**config.mk**
```make
export PLATFORM = sky130hd
export DESIGN_NAME = casilla_cursor
export DESIGN_NICKNAME = d
export VERILOG_FILES = /design/src/rtl/casilla_cursor.sv
export SDC_FILE = /design/constraint.sdc
export NUM_CORES = 1
export LEC_CHECK = 0
export CAP_MARGIN = 20
export CORE_AREA = 3 3 47 53
export CTS_CLUSTER_SIZE = 16
export DETAILED_ROUTE_END_ITERATION = 10
export DIE_AREA = 0 0 50 56
export PLACE_DENSITY = 0.74
export SYNTH_ARGS = -nofsm -noshare
export SYNTH_HDL_FRONTEND = slang
export SYNTH_SLANG_ARGS = --single-unit
```
**constraint.sdc**
```tcl
create_clock -name clk -period 2.65 [get_ports clk]
set_input_delay 0.53 -clock clk [delete_from_list [all_inputs] [get_ports clk]]
set_output_delay 0.53 -clock clk [all_outputs]
set_load 0.02 [all_outputs]
```
**src/rtl/casilla_cursor.sv**
```systemverilog
// casilla_cursor: board-cell cursor that skips occupied cells and offers a chosen free cell over valid/ready
module casilla_cursor #(
  parameter int N_CELLS = 9,
  parameter int IDX_W   = 4
) (
  input  logic               clk,
  input  logic               rst_n,
  input  logic               enable,
  input  logic               next,
  input  logic               select,
  input  logic [N_CELLS-1:0] occupied,
  input  logic               cell_ready,
  output logic [IDX_W-1:0]   cell_idx,
  output logic               cell_valid,
  output logic               busy,
  output logic               no_free
);
  localparam logic [1:0] IDLE   = 2'd0;
  localparam logic [1:0] SEEK   = 2'd1;
  localparam logic [1:0] COMMIT = 2'd2;
  localparam logic [1:0] FULL   = 2'd3;
  localparam int OW = 1 << IDX_W;
  localparam logic [IDX_W-1:0] LAST = IDX_W'(N_CELLS - 1);
  localparam logic [IDX_W:0] STEPS_ALL = (IDX_W + 1)'(N_CELLS);
  logic [1:0]       state;
  logic [IDX_W-1:0] cursor, cursor_inc;
  logic [IDX_W:0]   steps;
  logic             next_q, select_q, nr, sr, cur_occ;
  logic [OW-1:0]    occ_ext;
  // widen so the cursor can index the vector for any legal IDX_W
  assign occ_ext    = OW'(occupied);
  assign cur_occ    = occ_ext[cursor];
  assign cursor_inc = cursor == LAST ? '0 : cursor + IDX_W'(1);
  assign nr         = next & ~next_q & enable;
  assign sr         = select & ~select_q & enable;
  always_ff @(posedge clk or negedge rst_n) begin
    if (!rst_n) begin
      state    <= IDLE;
      cursor   <= '0;
      steps    <= '0;
      next_q   <= 1'b0;
      select_q <= 1'b0;
    end else begin
      next_q   <= next;
      select_q <= select;
      case (state)
        IDLE:
          if (sr && !cur_occ) state <= COMMIT;
          else if (nr || cur_occ) begin
            cursor <= cursor_inc;
            steps  <= (IDX_W + 1)'(1);
            state  <= SEEK;
          end
        SEEK:
          if (!cur_occ) state <= IDLE;
          else if (steps == STEPS_ALL) state <= FULL;
          else begin
            cursor <= cursor_inc;
            steps  <= steps + (IDX_W + 1)'(1);
          end
        COMMIT:
          if (cell_ready) state <= IDLE;
        default:
          if (!(&occupied)) state <= IDLE;
      endcase
    end
  end
  assign cell_idx   = cursor;
  assign cell_valid = state == COMMIT;
  assign busy       = state == SEEK;
  assign no_free    = state == FULL;
endmodule

```
==> metrics.yaml, run 1 <==
run_status:
  status: "completed"
worst_hold_path:
  min_path_cells: 1
  hold_class: "register to register"
synthesis:
  syn-mean-instance-area_sq_um: 9.78
  ys_types: 42
  synth_compound_area_frac: 0.157
  synth_edf_count: 0
  synthAdderAreaFrac: 0.107
  syn_nets: 119
  yosysWarnings: 0
  synth_top_family_by_area: "simple AND/OR/NAND/NOR gates"
  synth_area_sq_um: 938
  netlist_instances: 96
  ys_seq_area_frac: 0.347
  synth_mux_area_frac: 0.0813
  synth_area_leaders: "dfrtp_1 (35%), ha_1 (11%), mux2i_1 (5.3%), nand2_1 (3.2%), nand3b_1 (3.2%)"
  yosysTopAreaCellShare: 0.347
  async_reset_ff_frac: 1.00
  synth_largest_area_cell: "dfrtp_1"
  synthXorXnorAreaFrac: 0
  synth_simple_gate_area_frac: 0.252
  synth_ff_type: "dfrtp_1"
  synth_seq_cells: 13
cts:
  clockRootBuffer: "clkbuf_4"
  clock_latency_ns: 0.27
  cts_tree: "done"
  ctsResizeCount: 0
  numClockSinks: 13
  holdBufCountCts: 0
  cts_buffers: 3
  post_cts_buffers: 0
  htree_levels: 1
  clockBufferDepth: 2
  cts.clk_slew.worst_paths_ns: 0.07
timing:
  setup_viol_count_final: 0
  slew_headroom: 0.602
  skew_ns: 0.00407
  fin_tns_setup_ns: 0
  setup_slack_ns: 0.272
  tightest_slew_ns: 0.595
  fmax_ghz: 0.421
  min_period_ns: 2.38
  maxSlewViolCount: 0
  rsz0062_at_grt: "false"
  final-hold-violation-count: 0
  period_share: 0.897
grt:
  track_usage: 0.151
  grt_pass1_wl_microns: 3330
  grt_max_degree: 14
  busiest_layer: "met2"
  grt_util_met1: 0.191
  use_met3: 0.0509
  antenna_found_initial: 0
  overflow: 0
  grt_pass1_vias: 767
  grt_util_met2: 0.244
power_and_ir_drop:
  switching_power_uw: 508
  combPwrFrac: 0.579
  total_power_mw: 1.22
  p_int_uw: 712
  seq_power_share: 0.322
  p_clk_frac: 0.099
  power_density_nw_per_um2: 1000
  p_leak_nw: 0.512
  peakVddDrop_mv: 0.533
  swShare: 0.417
route:
  vias: 844
  drc: 0
  routed_wl_microns: 2030
  firstDrtPassIters: 4
  drtIter0Drc: 15
  postRouteAntennaNets: 0
  routedWlPerCell_microns: 13.5
  avgViaCountPerCell: 5.63
floorplanning:
  fp-row-count: 17
  core_sq_um: 2020
  initial_core_util: 0.464
  die_area_sq_um: 2800
  die_h_microns: 56
  io_pins: 22
  die_w_microns: 50
setup_path:
  cp-end-kind: "primary output"
  cp-start-kind: "register"
  worstPathMaxFanout: 11
  reg2reg_depth: 6
  crit_arrival_ns: 1.85
  rrSetupSlack_ns: 0.38
  setup.worst_path.class: "register to primary output"
  critPathRequiredTime_ns: 2.12
cells_and_area:
  final_cell_mix: "clkdlybuf4s50_1 (21), dfrtp_1 (13), nand2_1 (8), ha_1 (8)"
  drive_gt1_frac: 0.123
  nets: 146
  final_common_cell: "clkdlybuf4s50_1"
  final_util: 0.601
  area_growth_pct: 29.3
  finalInstanceArea_sq_um: 1210
  antenna_cells: 0
place:
  port_buffers: 21
  placedInstanceArea_sq_um: 1190
  pre_cts_slack_ns: 0.0197
  place.gp.congestion: 0.840
  dp_hpwl_microns: 1580
job:
  cap_violations: 0
[worst max-delay path, cell delays in order, from the launching register on]
cell,delay (ns)
dfrtp_1,0.42
inv_1,0.10
ha_1,0.38
clkdlybuf4s50_1,0.68
[flip-flops by register name, summed over array words and instances (netlist names)]
| signal | flops |
|---|---|
| select_q | 1 |
| state | 2 |
| cell_idx | 4 |
| next_q | 1 |
| steps | 5 |
[power groups by stage]
stage	registers (mW)	logic (mW)	clock network, mW
finish	0.393	0.706	0.120
global route	0.410	0.773	0.138
CTS	0.393	0.712	0.128
detailed placement	0.396	0.703	0
global placement	0.393	0.697	0
floorplan	0.379	0.487	0
[final cells by class]
class	instances	area, sq um
fill	176	807
multi-input combinational	74	561
sequential	13	325
timing repair buffer	26	248
tap	28	35.0
clock buffer	4	26.3
inverter	5	18.8
[routing by layer]
metal | routed length (microns) | vias to the layer above | share of wire
met4 | 12 | 0 | 0.0059
met3 | 89 | 2 | 0.044
met5 | 0 | - | 0
met2 | 997 | 18 | 0.49
li1 | - | 408 | -
met1 | 930 | 416 | 0.46
[worst paths after layout]
check                                             start                      end
worst min register to register     steps[3]$_DFFE_PN0P_     steps[3]$_DFFE_PN0P_
max in group asynchronous                         rst_n     state[1]$_DFFE_PN0P_
worst max register to register  cell_idx[2]$_DFFE_PN0P_  cell_idx[3]$_DFFE_PN0P_
worst min-delay path               steps[3]$_DFFE_PN0P_     steps[3]$_DFFE_PN0P_
worst max-delay path               state[1]$_DFFE_PN0P_                     busy
min in group asynchronous                         rst_n     steps[1]$_DFFE_PN0P_
[synthesized netlist by cell type, types with 3 or more instances]
library cell / n
a21oi_1: 3
dfrtp_1: 13
ha_1: 8
inv_1: 5
nand2_1: 8
nand3b_1: 4
mux2i_1: 5
o21ai_0: 5
nor2_1: 3
[per-stage QoR]
stage,cells,hold WS (ns)
final,150,0.539
after global routing,150,0.562
after CTS,150,0.540
after detailed placement,146,0.521
after global placement,146,0.513
after floorplan,96,0.234
[kinds of logic after synthesis]
logic type      Yosys count
simple gates             38
compound gates           21
flops                    13
buf+inv                   9
fa+ha+maj                 8
mux                       7
(Power assumes the default switching activity.)
==> run 2: changes to the inputs <==
--- a/config.mk
+++ b/config.mk
@@ -11,6 +11,7 @@
 export DETAILED_ROUTE_END_ITERATION = 10
 export DIE_AREA = 0 0 50 56
 export PLACE_DENSITY = 0.74
+export SKIP_CTS_REPAIR_TIMING = 1
 export SYNTH_ARGS = -nofsm -noshare
 export SYNTH_HDL_FRONTEND = slang
 export SYNTH_SLANG_ARGS = --single-unit
==> results of run 2 <==
Final layout, timing and power as in run 1 (identical DEF).
==> run 3: changes to the inputs <==
--- a/config.mk
+++ b/config.mk
@@ -7,7 +7,7 @@
 export LEC_CHECK = 0
 export CAP_MARGIN = 20
 export CORE_AREA = 3 3 47 53
-export CTS_CLUSTER_SIZE = 16
+export CTS_CLUSTER_SIZE = 10
 export DETAILED_ROUTE_END_ITERATION = 10
 export DIE_AREA = 0 0 50 56
 export PLACE_DENSITY = 0.74
==> results of run 3 <==
Final layout, timing and power as in run 1 (identical DEF).
